$ cat src/rtl/uart_rx.sv
`default_nettype none
// ============================================================================
// Module      : uart_rx
// Description : 8N1 UART receiver. It samples each bit at mid-point and
//               reports a break (held-low line) only once.
// Revision    : 1.0 - initial release
// ============================================================================
module uart_rx #(
    parameter int CLKS_PER_BIT = 1250,
    parameter int HALF_BIT     = 625,
    parameter int CNT_W        = 11
) (
    input  logic             clk,
    input  logic             nrst,
    input  logic             rx,
    output logic [7:0]       data_out,
    output logic             data_valid,
    output logic             frame_err,
    output logic             busy,
    output logic [1:0]       state,
    output logic [3:0]       bit_count,
    output logic [CNT_W-1:0] count
);

    localparam logic [1:0] c_IDLE  = 2'd0;
    localparam logic [1:0] c_START = 2'd1;
    localparam logic [1:0] c_DATA  = 2'd2;
    localparam logic [1:0] c_STOP  = 2'd3;

    localparam logic [CNT_W-1:0] c_BIT_LAST  = CNT_W'(CLKS_PER_BIT - 1);
    localparam logic [CNT_W-1:0] c_HALF_LAST = CNT_W'(HALF_BIT - 1);

    logic             r_rx_meta;
    logic             r_rx_s;
    logic [1:0]       r_state;
    logic [CNT_W-1:0] r_count;
    logic [3:0]       r_bit_count;
    logic [7:0]       r_shift;
    logic [7:0]       r_data_out;
    logic             r_data_valid;
    logic             r_frame_err;
    logic             r_armed;

    always_ff @(posedge clk or negedge nrst) begin
        if (!nrst) begin
            r_rx_meta    <= 1'b1;
            r_rx_s       <= 1'b1;
            r_state      <= c_IDLE;
            r_count      <= '0;
            r_bit_count  <= '0;
            r_shift      <= '0;
            r_data_out   <= '0;
            r_data_valid <= 1'b0;
            r_frame_err  <= 1'b0;
            r_armed      <= 1'b1;
        end else begin
            r_rx_meta    <= rx;
            r_rx_s       <= r_rx_meta;
            r_data_valid <= 1'b0;
            r_frame_err  <= 1'b0;
            case (r_state)
                c_IDLE: begin
                    // After a framing error the line must go high again before
                    // a new start bit is accepted, so a break is flagged once.
                    if (!r_armed) begin
                        if (r_rx_s) begin
                            r_armed <= 1'b1;
                        end
                    end else if (!r_rx_s) begin
                        r_state     <= c_START;
                        r_count     <= '0;
                        r_bit_count <= '0;
                    end
                end
                c_START: begin
                    if (r_count == c_HALF_LAST) begin
                        r_count <= '0;
                        r_state <= r_rx_s ? c_IDLE : c_DATA;
                    end else begin
                        r_count <= r_count + 1'b1;
                    end
                end
                c_DATA: begin
                    if (r_count == c_BIT_LAST) begin
                        r_count     <= '0;
                        r_shift     <= {r_rx_s, r_shift[7:1]};
                        r_bit_count <= r_bit_count + 4'd1;
                        if (r_bit_count == 4'd7) begin
                            r_state <= c_STOP;
                        end
                    end else begin
                        r_count <= r_count + 1'b1;
                    end
                end
                c_STOP: begin
                    if (r_count == c_BIT_LAST) begin
                        r_count <= '0;
                        r_state <= c_IDLE;
                        if (r_rx_s) begin
                            r_data_out   <= r_shift;
                            r_data_valid <= 1'b1;
                        end else begin
                            r_frame_err <= 1'b1;
                            r_armed     <= 1'b0;
                        end
                    end else begin
                        r_count <= r_count + 1'b1;
                    end
                end
                default: r_state <= c_IDLE;
            endcase
        end
    end

    assign data_out   = r_data_out;
    assign data_valid = r_data_valid;
    assign frame_err  = r_frame_err;
    assign busy       = (r_state != c_IDLE);
    assign state      = r_state;
    assign bit_count  = r_bit_count;
    assign count      = r_count;

endmodule
`default_nettype wire

$ cat config.mk
export PLATFORM = sky130hd
export DESIGN_NAME = uart_rx
export DESIGN_NICKNAME = d
export VERILOG_FILES = /design/src/rtl/uart_rx.sv
export SDC_FILE = /design/constraint.sdc
export NUM_CORES = 1
export LEC_CHECK = 0
export CORE_MARGIN = 2
export CORE_UTILIZATION = 55
export DETAILED_ROUTE_END_ITERATION = 8
export PLACE_DENSITY_LB_ADDON = 0.15
export RECOVER_POWER = 100
export SYNTH_ARGS = -nofsm -noshare
export SYNTH_HDL_FRONTEND = slang
export SYNTH_SLANG_ARGS = --single-unit
$ cat constraint.sdc
create_clock -name clk -period 4.72 [get_ports clk]
set_input_delay 1.416 -clock clk [delete_from_list [all_inputs] [get_ports clk]]
set_output_delay 1.416 -clock clk [all_outputs]
set_load 0.005 [all_outputs]
==> results.json, run 1 <==
{
  "synth_fp_nets": 161,
  "ys_ff_latch": 38,
  "r2r_cells": 8,
  "fin_setup_tns_ns": 0,
  "drt_wl_total_microns": 3220,
  "rsz0062_at_grt": "no",
  "yosysSeqAreaShare": 0.5434,
  "critPathMaxFanout": 10,
  "dpl.hpwl_microns": 2161,
  "worst_setup_path_end_kind": "output port",
  "diodes": 0,
  "drc_errors": 0,
  "syn_to_final_growth_pct": 19.59,
  "total_power_w": 0.0008218,
  "final-hold-violation-count": 0,
  "root_buffer": "clkbuf_4",
  "antenna_found_initial": 0,
  "status": "complete, but fails checks",
  "setup_viol": 0,
  "grt_max_degree": 39,
  "grt_pass1_wl_microns": 5595,
  "avgSynthCellArea_sq_um": 11.41,
  "cts_buffer_depth": 2,
  "netlist_area_sq_um": 1757,
  "fin_skew_ns": 0.01242,
  "clock-sinks": 38,
  "violations": "max-capacitance violations, max-slew violations",
  "cts.clk_slew.worst_paths_ns": 0.10,
  "use_met3": 0.06397,
  "io_buffers": 30,
  "hold_start": "r_rx_meta",
  "netlist_top_cells_area": "dfrtp_1, mux2_2, dfstp_2, nand2_1, a31oi_1",
  "post_cts_resized": 0,
  "regToRegStartpoint": "count[1]",
  "gr-max-usage-layer": "met2",
  "synth_top_cell_area_share": 0.4986,
  "die_w_microns": 60.52,
  "hold_buffers": 0,
  "drv_slew": 39,
  "drive_above_1_share": 0.1497,
  "finalCritPeriodShare": 0.6528,
  "worstSetupPathType": "flip-flop to output port",
  "irDropWorstVdd_uv": 369.3,
  "synth_top_area_cell": "dfrtp_1",
  "detail-route-antenna-nets": 0,
  "row_count": 20,
  "grt_pass1_vias": 1254,
  "vias": 1315,
  "fmax_mhz": 324.6,
  "cts_setup_buffers": 0,
  "max-cap-violations": 1,
  "cpMaxStageDelayCell": "dlygate4sd3_1",
  "cp.arrival_ns": 1.66,
  "power_density_nw_per_um2": 391.2,
  "synth_warnings": 0,
  "overflow": 0,
  "hold_path_end": "r_rx_s",
  "ys_types": 32,
  "die_area_sq_um": 3662,
  "fin_nets": 193,
  "reg2reg_slack_ns": 1.90,
  "wl_per_cell_microns": 13.94,
  "viasPerCell": 5.693,
  "holdCritPathClass": "flip-flop to flip-flop",
  "max_stage_delay_ns": 0.57,
  "initial_utilization": 0.5754,
  "min_period_ns": 3.081,
  "numCtsBuffers": 5,
  "relSlewSlack": -0.2955,
  "die_y_microns": 60.52,
  "use_met1": 0.2701,
  "core-area_sq_um": 3053,
  "clk_latency_ns": 0.35,
  "seqCellArea_sq_um": 954.7,
  "crit_path_start_kind": "flip-flop",
  "worst_pin_slew_ns": 1.943,
  "place.gp.congestion": 0.6761,
  "track_usage": 0.2070,
  "first_iter_violations": 78,
  "fillers": 259,
  "drtPass1Iterations": 4,
  "crit_chain": "nor2_1 -> inv_1 -> dlygate4sd3_1",
  "hold_depth": 0,
  "leakagePower_nw": 1.013,
  "synth_cells": 154,
  "pin_count": 31,
  "crit_required_ns": 3.30,
  "h-tree-depth": 2,
  "tritoncts": "built",
  "multi_input_area_sq_um": 695.7,
  "grtUsageMet2": 0.3230
}
-- sequential cells by signal, summed over array words and instances, names as in the netlist, named ones only --
name / cells
r_rx_s: 1
data_valid: 1
r_armed: 1
frame_err: 1
r_shift: 8
count: 11
bit_count: 4
state: 1
r_rx_meta: 1
data_out: 8
-- power breakdown --
part	internal [W]	switching [W]	total (W)
clock network	0.0000722	0.000105	0.000177
logic	0.000103	0.000133	0.000236
registers	0.000358	0.0000506	0.000409
-- cell families after synthesis --
kind of cell / after synthesis / synth area share
AO/OA/AOI/OAI: 34 / 0.1190
adder cells (fa/ha/maj): 4 / 0.02849
buffers and inverters: 16 / 0.04131
flip-flops: 38 / 0.5434
multiplexers: 17 / 0.1090
AND/OR/NAND/NOR: 45 / 0.1588
-- worst max-delay path by stage --
stage	cells past startpoint	from	endpoint	slack (ns)
finish	3	flip-flop	busy	1.64
global route	3	flip-flop	busy	1.53
CTS	3	flip-flop	busy	1.68
detailed placement	3	flip-flop	busy	2.08
global placement	3	flip-flop	busy	2.12
floorplan	3	flip-flop	busy	2.54
-- synthesized netlist by cell type, drive strengths merged --
master / number
or3: 1
o31ai: 2
o21ai: 8
nand2: 14
ha: 4
dfrtp: 35
nor2: 7
nand4b: 1
buf: 5
nand3: 10
nor2b: 1
a31oi: 8
inv: 10
o211ai: 1
nand4bb: 1
nor4bb: 2
nor4: 1
nand2b: 2
dfstp: 3
o2bb2ai: 1
o22ai: 1
mux2: 17
a41oi: 3
a21boi: 2
nor3: 3
nand3b: 1
nand4: 1
clkbuf: 1
a21oi: 8
-- per-stage QoR --
| stage | utilization | instances | hold WS [ns] | worst slack (ns) | cell area, sq um |
|---|---|---|---|---|---|
| 6_report | 0.6881 | 231 | 0.3613 | 1.639 | 2101 |
| 5_1_grt | 0.6881 | 231 | 0.3660 | 1.528 | 2101 |
| 4_1_cts | 0.7008 | 231 | 0.3641 | 1.682 | 2140 |
| 3_5_place_dp | 0.6811 | 223 | 0.3488 | 2.085 | 2079 |
| 3_3_place_gp | 0.6811 | 223 | 0.3480 | 2.121 | 2079 |
| 2_1_floorplan | - | 154 | 0.3452 | 2.539 | 1757 |
-- layer usage --
metal | share of wire | routed length (microns) | up-vias
met5 | 0 | 0 | -
met2 | 0.46 | 1476 | 37
met1 | 0.48 | 1533 | 655
li1 | - | - | 618
met3 | 0.049 | 159 | 5
met4 | 0.016 | 51 | 0
-- cells in the final DEF (no fill, tap or decap), types with 4 or more instances in the layout --
cell | synthesis | layout
nand3_1 | 9 | 10
a31oi_1 | 8 | 8
a21oi_1 | 8 | 8
dfrtp_1 | 35 | 35
o21ai_0 | 8 | 8
ha_1 | 4 | 4
nand2_1 | 14 | 14
clkbuf_4 | 0 | 5
mux2_2 | 17 | 17
nor2_1 | 7 | 7
dlygate4sd3_1 | 0 | 29
inv_1 | 10 | 10
-- final cells by class --
class / instances / share of cell area
clock buffer: 7 / 0.02621
clock inverter: 1 / 0.002382
inverter: 10 / 0.01787
multi-input combinational: 100 / 0.3312
sequential: 38 / 0.4544
tap: 44 / 0.02621
timing repair buffer: 31 / 0.1418
-- critical path, delay by kind of cell, from the launching register on --
kind / cells / cell delay, ns
AND/OR/NAND/NOR: 1 / 0.22
buffers and inverters: 2 / 0.62
flip-flops: 1 / 0.49
Note: power is estimated with default switching activity, not from simulation.
==> run 2: changes to the inputs <==
--- a/config.mk
+++ b/config.mk
@@ -6,7 +6,7 @@
 export NUM_CORES = 1
 export LEC_CHECK = 0
 export CORE_MARGIN = 2
-export CORE_UTILIZATION = 55
+export CORE_UTILIZATION = 47
 export DETAILED_ROUTE_END_ITERATION = 8
 export PLACE_DENSITY_LB_ADDON = 0.15
 export RECOVER_POWER = 100
==> constraint.sdc (replaced) <==
create_clock -name clk -period 2.7 [get_ports clk]
set_input_delay 0.81 -clock clk [delete_from_list [all_inputs] [get_ports clk]]
set_output_delay 0.81 -clock clk [all_outputs]
set_load 0.005 [all_outputs]
==> run 2 against run 1 <==
The run now ends clean. Highest routed layer unchanged. Worst setup slack lost 1.4 ns. Sequential power grew 76%. Clock power grew 120%. Critical endpoint unchanged. Sequential share of layout area shrank 1.5 points. Global-route usage shrank 3.3 points. Sequential cell count is the same. Power grew 87%. Via count shrank 2.7%.
==> results.json, run 2 (synthesized netlist as in run 1, its figures left out) <==
{
  "final_common_cell": "dfrtp_1",
  "fmax_mhz": 410.8,
  "r2r_cells": 6,
  "pin_count": 31,
  "track_usage": 0.1738,
  "antenna_found_initial": 0,
  "cp.depth": 3,
  "dpl.hpwl_microns": 2210,
  "drt_wl_total_microns": 3196,
  "fin_nets": 193,
  "cpMaxStageDelayCell": "dlygate4sd3_1",
  "worst_pin_slew_ns": 0.8300,
  "drtPass1Iterations": 4,
  "numCtsBuffers": 5,
  "crit_path_start_kind": "flip-flop",
  "hold_buffers": 0,
  "crit_required_ns": 1.89,
  "die_area_sq_um": 4243,
  "status": "complete, no violations",
  "root_buffer": "clkbuf_8",
  "reg2reg_slack_ns": 0.48,
  "die_w_microns": 65.14,
  "drive_above_1_share": 0.1765,
  "h-tree-depth": 2,
  "die_y_microns": 65.14,
  "critPathTopFamily": "buffers and inverters",
  "initial_utilization": 0.4835,
  "r2r-end": "data_out[2]",
  "detail-route-antenna-nets": 0,
  "rsz0062_at_grt": "no",
  "wl_per_cell_microns": 13.60,
  "tritoncts": "built",
  "io_buffers": 30,
  "grt_max_degree": 39,
  "crit_path_end": "busy",
  "fillers": 338,
  "drc_errors": 0,
  "cts_setup_buffers": 0,
  "post_cts_resized": 0,
  "crit_chain": "nor2_1 -> inv_1 -> dlygate4sd3_1",
  "cp.arrival_ns": 1.62,
  "fin_skew_ns": 0.005440,
  "critPathMaxFanout": 10,
  "fin_util": 0.5981,
  "worst_setup_path_end_kind": "output port",
  "irDropWorstVdd_uv": 408.1,
  "max-cap-violations": 0,
  "holdCritPathClass": "flip-flop to flip-flop",
  "final_cell_mix": "dfrtp_1, dlygate4sd3_1, mux2_2",
  "grt_pass1_wl_microns": 5637,
  "worst-path-buf-inv": 2,
  "fin_setup_tns_ns": 0,
  "regToRegStartpoint": "count[1]",
  "grt_pass1_vias": 1266,
  "overflow": 0,
  "drv_slew": 0,
  "setup_viol": 0,
  "clock-sinks": 38,
  "largest_reg_flops": 11,
  "min_period_ns": 2.434,
  "syn_to_final_growth_pct": 23.72,
  "relSlewSlack": 0.4467,
  "diodes": 0,
  "core-area_sq_um": 3633,
  "row_count": 22,
  "finalCritPeriodShare": 0.9015,
  "leakagePower_nw": 1.032,
  "cts.clk_slew.worst_paths_ns": 0.07,
  "final-hold-violation-count": 0,
  "max_stage_delay_ns": 0.57,
  "power_density_nw_per_um2": 707.3,
  "cts_buffer_depth": 2,
  "viasPerCell": 5.447,
  "place.gp.congestion": 0.8034,
  "worstSetupPathType": "flip-flop to output port",
  "vias": 1280,
  "first_iter_violations": 121,
  "whs_ns": 0.3584,
  "clk_latency_ns": 0.28
}
[run 2: per-layer routing]
metal / track usage / up-vias / routed length, microns
met2: 0.3093 / 30 / 1657
met4: 0.06250 / 0 / 31
li1: - / 616 / -
met3: 0.04795 / 4 / 144
met5: 0 / - / 0
met1: 0.2009 / 630 / 1362
[run 2: area by class of cell]
class / count / area [sq um] / area share
Tap cell: 48 / 60.06 / 0.02763
Clock inverter: 2 / 12.51 / 0.005757
Timing Repair Buffer: 31 / 302.8 / 0.1393
Multi-Input combinational cell: 100 / 723.2 / 0.3328
Sequential cell: 38 / 954.7 / 0.4393
Inverter: 10 / 37.54 / 0.01727
Clock buffer: 6 / 82.58 / 0.03800
[run 2: worst register-to-register path: cells and delay by family (launching register included)]
kind                       cells  cell delay (ns)
buffers and inverters          1             0.11
and+or+nand+nor                3             0.97
adders and majority gates      1             0.16
muxes                          1             0.43
DFF                            1             0.42
[run 2: metrics by stage]
stage | setup slack (ns) | std cells | area (sq um) | total power (W)
after floorplan | 0.8244 | 154 | 1757 | 0.001009
after global placement | 0.6168 | 227 | 2085 | 0.001161
after detailed placement | 0.4675 | 227 | 2085 | 0.001180
after CTS | 0.3463 | 235 | 2180 | 0.001586
after global routing | 0.1708 | 235 | 2173 | 0.001661
final | 0.2659 | 235 | 2173 | 0.001537
[run 2: power breakdown]
group          internal (W)  leakage [nW]  switching (W)  total, W
Clock              0.000205        0.0472       0.000193  0.000398
Sequential         0.000627         0.512      0.0000929  0.000719
Combinational      0.000190         0.472       0.000230  0.000420
Total               0.00102          1.03       0.000516   0.00154
[run 2: worst min-delay path by stage]
stage          startpoint      to  slack [ns]  depth (start not counted)
2_1_floorplan   r_rx_meta  r_rx_s        0.35                          0
4_1_cts         r_rx_meta  r_rx_s        0.36                          0
3_5_place_dp    r_rx_meta  r_rx_s        0.35                          0
6_report        r_rx_meta  r_rx_s        0.36                          0
5_1_grt         r_rx_meta  r_rx_s        0.37                          0
3_3_place_gp    r_rx_meta  r_rx_s        0.35                          0
==> patch: new RTL, flow settings as in run 1 <==
Change the parameter `CNT_W` from 11 to 9.
--- a/src/rtl/uart_rx.sv
+++ b/src/rtl/uart_rx.sv
@@ -9,5 +9,5 @@
     parameter int CLKS_PER_BIT = 1250,
     parameter int HALF_BIT     = 625,
-    parameter int CNT_W        = 11
+    parameter int CNT_W        = 9
 ) (
     input  logic             clk,
Interface: changed (resized count); port bits go from 31 to 29. The function was not compared with the original's and may differ.
==> patch against run 1 <==
First-iteration DRC count is 9.0% lower. Total power is 19% lower. Sequential cell count is 2 lower. The run still ends with max-capacitance violations, max-slew violations left. Critical endpoint is now data_out[5]. Worst setup slack worse by 0.060 ns. Routed wire length is 3.9% lower. Critical path type is now in -> async. Global-route usage is 0.70 points higher. Final area is 5.2% lower. Synthesized area is 4.4% lower.
==> patch: results (changes against run 1) <==
Cells after Synth 145 (-5.8%); RR Startpoint count[0]; post-synthesis sequential area ratio 0.539 (-0.00470); max FFs per register 9 (-2); Inst Count DP 204 (-8.5%); Leak 0.00100 uW (-1.1%); Synth top cells by count 33 x dfrtp_1, 20 x nand2_1, 16 x mux2_2; critical path peak fanout 36 (+26); failing checks max-capacitance violations, max-slew violations; Total GRT Usage 0.214 (+0.00698); Peak VDD IR 0.187 mV (-49%); Slew headroom -0.213 (+0.0830); area post-placement 1990 sq um (-4.2%); Final Wtd Congestion 0.804 (+19%); count of cell types in the netlist 36 (+13%); IO buf count 28 (-6.7%); largest net degree at the start of global routing 37 (-5.1%); Hold Crit Endpoint r_rx_s; nets 185 (-4.1%); synth top area cells dfrtp_1 49%, mux2_2 11%, dfstp_2 4.7%; WL/cell 14.7 um (+5.3%); status complete, but fails checks; DP Wirelength 2210 um (+2.1%); non-filler cells, final 211 (-8.7%); R2R depth 6 (-2); initial DRC count 71 (-9.0%); max-slew violations 37 (-5.1%); share of layout cells above drive strength 1 0.163 (+0.0132); CP Data Arrival Time 3.26 ns (+1.60 ns); Worst path slowest cell clkbuf_1; via count 1202 (-8.6%); diodes inserted 0 (unchanged); first-pass GRT wire length 5380 um (-3.8%); crit-path max cell delay 1.31 ns (+0.74 ns); Max-Cap Viols 1 (unchanged); post-route clock skew 0.00748 ns (-0.00495 ns); hold depth 0 (unchanged); FF-to-FF setup slack 2.24 ns (+0.34 ns)
==> patch: cells by family after synthesis <==
group,share of synthesized area
AND/OR/NAND/NOR,0.195
flip-flops,0.539
AO/OA/AOI/OAI,0.0931
multiplexers,0.107
buffers and inverters,0.0201
adder cells (fa/ha/maj),0.0298
XOR/XNOR,0.0157
==> patch: per-layer routing <==
| layer | GRT usage | part of all wire |
|---|---|---|
| met2 | 0.338 | 0.51 |
| met1 | 0.257 | 0.42 |
| met3 | 0.0546 | 0.039 |
| met5 | 0 | 0 |
| met4 | 0.143 | 0.026 |
==> patch: metrics by stage <==
stage          setup slack, ns  hold WS (ns)
6_report                  1.58         0.363
5_1_grt                   1.21         0.367
4_1_cts                   1.61         0.364
3_5_place_dp              1.99         0.349
3_3_place_gp              2.04         0.350
2_1_floorplan             2.53         0.345
==> patch: power by group <==
part | internal (uW) | switching [uW] | total, uW | leakage [uW]
Combinational | 69.7 | 81.3 | 151 | 0.000489
Sequential | 330 | 35.3 | 366 | 0.000485
Clock | 54.8 | 96.8 | 152 | 0.0000281
==> patch: how the worst max path moves through the flow <==
stage,to,slack (ns)
final,data_out[5],1.58
after global routing,data_out[4],1.21
after CTS,busy,1.61
after detailed placement,busy,1.99
after global placement,busy,2.04
after floorplan,busy,2.53
==> patch: cell type report <==
| class | instances | area [sq um] |
|---|---|---|
| clock buffers | 6 | 41.3 |
| clock inverters | 1 | 5.00 |
| fillers | 249 | 986 |
| inverters | 5 | 18.8 |
| multi-input cells | 101 | 697 |
| flip-flops and latches | 36 | 905 |
| well taps | 33 | 41.3 |
| repair buffers | 29 | 284 |
